--- config.mk ---
export PLATFORM = sky130hd
export DESIGN_NAME = uart_tx_arbiter
export DESIGN_NICKNAME = d
export VERILOG_FILES = /design/src/rtl/uart_tx_arbiter.sv
export SDC_FILE = /design/constraint.sdc
export NUM_CORES = 1
export LEC_CHECK = 0
export ABC_AREA = 1
export CAP_MARGIN = 25
export CORE_MARGIN = 10
export CORE_UTILIZATION = 55
export DETAILED_ROUTE_END_ITERATION = 10
export GPL_ROUTABILITY_DRIVEN = 1
export MAX_ROUTING_LAYER = met4
export PLACE_DENSITY = 0.87
export SLEW_MARGIN = 30
export SYNTH_ARGS = -nofsm -noshare
export SYNTH_HDL_FRONTEND = slang
export SYNTH_SLANG_ARGS = --single-unit
--- constraint.sdc ---
create_clock -name clk -period 8.7 [get_ports clk]
set_input_delay 2.61 -clock clk [delete_from_list [all_inputs] [get_ports clk]]
set_output_delay 2.61 -clock clk [all_outputs]
set_load 0.01 [all_outputs]
--- src/rtl/uart_tx_arbiter.sv ---
// Round-robin arbiter sharing one byte-wide UART tx path between NUM_REQ requesters.
// A grant lasts one message, or ends early after MAX_BURST bytes or TIMEOUT idle cycles.
module uart_tx_arbiter #(
  parameter int NUM_REQ   = 4,
  parameter int MAX_BURST = 64,
  parameter int TIMEOUT   = 1024
) (
  input  logic                   clk,
  input  logic                   rst,
  input  logic [NUM_REQ-1:0]     in_valid,
  input  logic [8*NUM_REQ-1:0]   in_data,
  input  logic [NUM_REQ-1:0]     in_last,
  output logic [NUM_REQ-1:0]     in_ready,
  output logic [7:0]             tx_data,
  output logic                   tx_valid,
  input  logic                   tx_ready,
  output logic [2:0]             grant_id,
  output logic                   busy,
  output logic                   forced
);

  typedef enum logic {IDLE = 1'b0, LOCKED = 1'b1} state_t;

  state_t      state, state_nxt;
  logic [2:0]  ptr, grant, pick;
  logic        pick_vld;
  logic [7:0]  byte_cnt;
  logic [15:0] idle_cnt;
  logic        lane_valid, lane_last;
  logic [7:0]  lane_data;
  logic        xfer, release_last, release_forced;

  // Winner is the valid lane with the smallest distance past ptr, so ptr itself ranks last.
  always_comb begin
    int d;
    int best;
    pick     = '0;
    pick_vld = 1'b0;
    best     = NUM_REQ;
    d        = 0;
    for (int i = 0; i < NUM_REQ; i++) begin
      d = i + NUM_REQ - 1 - int'(ptr);
      if (d >= NUM_REQ) d = d - NUM_REQ;
      if (in_valid[i] && (d < best)) begin
        best     = d;
        pick     = 3'(i);
        pick_vld = 1'b1;
      end
    end
  end

  always_comb begin
    lane_valid = 1'b0;
    lane_last  = 1'b0;
    lane_data  = 8'h00;
    for (int i = 0; i < NUM_REQ; i++) begin
      if (grant == 3'(i)) begin
        lane_valid = in_valid[i];
        lane_last  = in_last[i];
        lane_data  = in_data[8*i +: 8];
      end
    end
  end

  assign xfer           = (state == LOCKED) && lane_valid && tx_ready;
  assign release_last   = xfer && lane_last;
  // in_last wins over a burst limit hit on the same byte, so no forced pulse then.
  assign release_forced = (xfer && !lane_last && (byte_cnt + 8'd1 == 8'(MAX_BURST))) ||
                          ((state == LOCKED) && !lane_valid && (idle_cnt == 16'(TIMEOUT - 1)));

  always_ff @(posedge clk or posedge rst) begin
    if (rst) state <= IDLE;
    else     state <= state_nxt;
  end

  always_comb begin
    state_nxt = state;
    case (state)
      IDLE:    if (pick_vld) state_nxt = LOCKED;
      LOCKED:  if (release_last || release_forced) state_nxt = IDLE;
      default: state_nxt = IDLE;
    endcase
  end

  always_comb begin
    tx_valid = 1'b0;
    tx_data  = 8'h00;
    in_ready = '0;
    if (state == LOCKED) begin
      tx_valid = lane_valid;
      tx_data  = lane_data;
      for (int i = 0; i < NUM_REQ; i++) begin
        if (grant == 3'(i)) in_ready[i] = tx_ready;
      end
    end
  end

  always_ff @(posedge clk or posedge rst) begin
    if (rst) begin
      ptr      <= 3'(NUM_REQ - 1);
      grant    <= 3'd0;
      byte_cnt <= 8'd0;
      idle_cnt <= 16'd0;
      grant_id <= 3'd0;
      busy     <= 1'b0;
      forced   <= 1'b0;
    end else begin
      forced <= release_forced;
      busy   <= (state_nxt == LOCKED);
      if (state == IDLE) begin
        if (pick_vld) begin
          grant    <= pick;
          ptr      <= pick;
          grant_id <= pick;
          byte_cnt <= 8'd0;
          idle_cnt <= 16'd0;
        end
      end else begin
        if (release_last || release_forced) grant_id <= 3'd0;
        if (xfer) begin
          byte_cnt <= byte_cnt + 8'd1;
          idle_cnt <= 16'd0;
        end else if (!lane_valid) begin
          idle_cnt <= idle_cnt + 16'd1;
        end
      end
    end
  end

endmodule

==> flow_summary_export.csv <==
group,metric,value,unit
status,status,"completed",
cts,cts_tree,"built",
die,die_w,90.07,um
drt,ant_nets,0,
setup_path,rrSetupSlack,4360,ps
drt,routedWlPerCell,13.95,um
setup_path,criticalPathCategory,"input port to output port",
sta,hold-worst-slack,494.6,ps
setup_path,cp.arrival,4430,ps
place,post-place-cells,506,
yosys,synth_edf_count,0,
cts,cts_sinks,32,
sta,finalMaxSlewViolations,0,
sta,setup_viol,0,
cts,cts-root-buf,"clkbuf_8",
setup_path,worstPathRequired,6090,ps
power,power.density,291.7,nW/um^2
place,placed_area,3304,um^2
cells_and_area,final.fill_count,402,
power,p_leak,1.744,nW
die,core,4755,um^2
sta,rsz0062_at_grt,"no",
sta,final.setup_skew,8.638,ps
global_route,track_usage,18.13,%
yosys,netlist_area,2700,um^2
setup_path,r2r-start,"ptr[0]$_DFFE_PP1P_",
setup_path,r2r-end,"idle_cnt[13]$_DFFE_PP0P_",
cells_and_area,syn_to_final_growth,26.37,%
global_route,globalRouteOverflowTotal,0,
cts,clk_latency,290,ps
cells_and_area,antenna-diode-count,0,
sta,hold_viol,0,
drt,drt_iter0_drc,179,
cts,cts_resized,0,
yosys,ys_ff_latch,32,
yosys,netlist_instances,390,
cells_and_area,seq_area,803.3,um^2
cts,cts_buffers,5,
cts,cts.path.max_buffers,2,
setup_path,worstPathMaxFanout,6,
yosys,yosysWarnings,0,
setup_path,reg2reg_depth,32,
die,ios,61,
setup_path,cp-start-kind,"input port",
global_route,grt_max_degree,33,
drt,vias,2695,
yosys,ys.flop_type,"dfrtp_1",
die,row_count,25,
place,dp_hpwl,5571,um
die,die_area,8112,um^2
setup_path,end_kind,"output port",
cells_and_area,finalNetCount,506,
yosys,syn_nets,450,
yosys,synthArstFlopShare,100.0,%
sta,period_minus_slack,7041,ps
cells_and_area,drive_above_1_share,11.41,%
setup_path,crit_end,"tx_valid",
die,start_util,56.79,%
yosys,seq_area_frac_synth,29.75,%
cells_and_area,design_area,3412,um^2
hold_path,worstHoldPathType,"flop to flop",
cells_and_area,final-instance-count-excl-fill,514,
place,place_congestion,0.8635,
cells_and_area,utilization,71.76,%
setup_path,startpoint,"in_valid[0]",
yosys,synth.avg_cell_area,6.923,um^2
power,vdd_drop_max,156.5,uV
cts,cts_max_level,2,
sta,setup_tns,0,ps
sta,tightest_slew,506.7,ps
global_route,grt_pass1_wl,12190,um
drt,viasPerCell,5.243,
sta,fmax,142.0,MHz
cells_and_area,multi_input_area,1632,um^2
drt,wl,7172,um
drt,drc,0,
cts,cts_setup_buffers,0,
sta,period_share,80.93,%
drt,drt-pass1-iter-count,4,
cts,hold_buffers,0,
place,port-buffer-count,59,
run,maxCapViolations,0,
die,dieHeight,90.07,um
global_route,antenna_found_initial,0,
yosys,yosysUniqueCellTypes,42,
cts,cts.clk_slew.worst_paths,70,ps
global_route,grt_pass1_vias,2580,
sta,slew_headroom,66.18,%
## layout by cell type (no fill, tap or decap), types with 8 or more instances in the layout
cell	netlist	layout
nor3_1	10	10
nand2_2	26	26
nand2_1	106	106
o21ai_0	12	12
dfrtp_1	30	30
nand3_1	37	37
ha_1	17	17
nor2_1	36	36
inv_1	46	46
xor2_1	8	8
clkdlybuf4s50_1	0	59
## final cells by class
| cell class | count | area share (%) |
|---|---|---|
| flip-flops and latches | 32 | 23.54 |
| inverters | 50 | 5.501 |
| repair buffers | 60 | 17.53 |
| clock inverters | 2 | 1.027 |
| multi-input cells | 297 | 47.82 |
| well taps | 67 | 2.457 |
| clock buffers | 6 | 2.127 |
## registers in the layout, indices dropped and copies added, names as in the netlist
register / flops
busy: 1
byte_cnt: 8
forced: 1
grant: 2
grant_id: 2
idle_cnt: 16
ptr: 2
## kinds of logic (layout without fill, tap and decap cells)
| family | Yosys count | count (layout) | share of synthesized area, % |
|---|---|---|---|
| flops | 32 | 32 | 29.75 |
| other cells | 1 | 1 | 0.1389 |
| xor+xnor | 8 | 8 | 2.595 |
| buf+inv | 61 | 118 | 9.824 |
| simple gates | 234 | 234 | 40.78 |
| compound gates | 37 | 37 | 9.037 |
| fa+ha+maj | 17 | 17 | 7.878 |
## worst min path at each step
| stage | cells past startpoint | slack (ps) | start | to |
|---|---|---|---|---|
| 2_1_floorplan | 2 | 460 | idle_cnt[3]$_DFFE_PP0P_ | idle_cnt[3]$_DFFE_PP0P_ |
| 3_3_place_gp | 2 | 480 | idle_cnt[1]$_DFFE_PP0P_ | idle_cnt[1]$_DFFE_PP0P_ |
| 3_5_place_dp | 2 | 490 | ptr[0]$_DFFE_PP1P_ | ptr[0]$_DFFE_PP1P_ |
| 4_1_cts | 2 | 500 | ptr[0]$_DFFE_PP1P_ | ptr[0]$_DFFE_PP1P_ |
| 5_1_grt | 2 | 530 | ptr[0]$_DFFE_PP1P_ | ptr[0]$_DFFE_PP1P_ |
| 6_report | 2 | 490 | ptr[0]$_DFFE_PP1P_ | ptr[0]$_DFFE_PP1P_ |
## metrics by stage
stage                     power (mW)  setup WS, ps
after global placement        0.8379          1665
after CTS                      1.002          1646
final                         0.9952          1659
after global routing           1.093          1577
after detailed placement      0.8588          1656
after floorplan               0.6687          2918
## routing by layer
layer,track usage [%],vias up,wire length (um)
li1,-,1361,-
met5,-,-,0
met2,29.42,92,3318
met4,4.775,0,65
met1,22.65,1236,3331
met3,3.325,6,456
## report_power, final
group          leakage, nW  internal, mW  switching, mW  total (mW)
sequential           0.424         0.182         0.0419       0.224
clock               0.0552        0.0849         0.0557       0.141
combinational         1.26         0.251          0.379       0.630
total                 1.74         0.518          0.477       0.995
## synth_stat cells, types with 2 or more instances
cell type,n,area (um^2)
nand2_1,106,397.9
inv_1,46,172.7
nand3_1,37,185.2
nor2_1,36,135.1
dfrtp_1,30,750.7
nand2_2,26,162.7
ha_1,17,212.7
o21ai_0,12,60.06
nor3_1,10,50.05
xor2_1,8,70.07
a21oi_1,7,35.03
buf_2,4,20.02
inv_2,4,15.01
a221o_1,3,30.03
clkbuf_1,3,11.26
nand3b_1,3,22.52
o211ai_1,3,22.52
or2_2,3,18.77
a211oi_1,2,15.01
buf_4,2,15.01
dfstp_2,2,52.55
nand2_4,2,22.52
nand4_1,2,12.51
nor3b_1,2,15.01
nor4_1,2,12.51
o221ai_1,2,17.52
## worst max-delay path, stage by stage
cell,delay (ps)
clkdlybuf4s50_1,590
inv_1,100
o211ai_2,200
o21ai_2,140
nor2_1,190
clkdlybuf4s50_1,590
(Power assumes the default switching activity.)
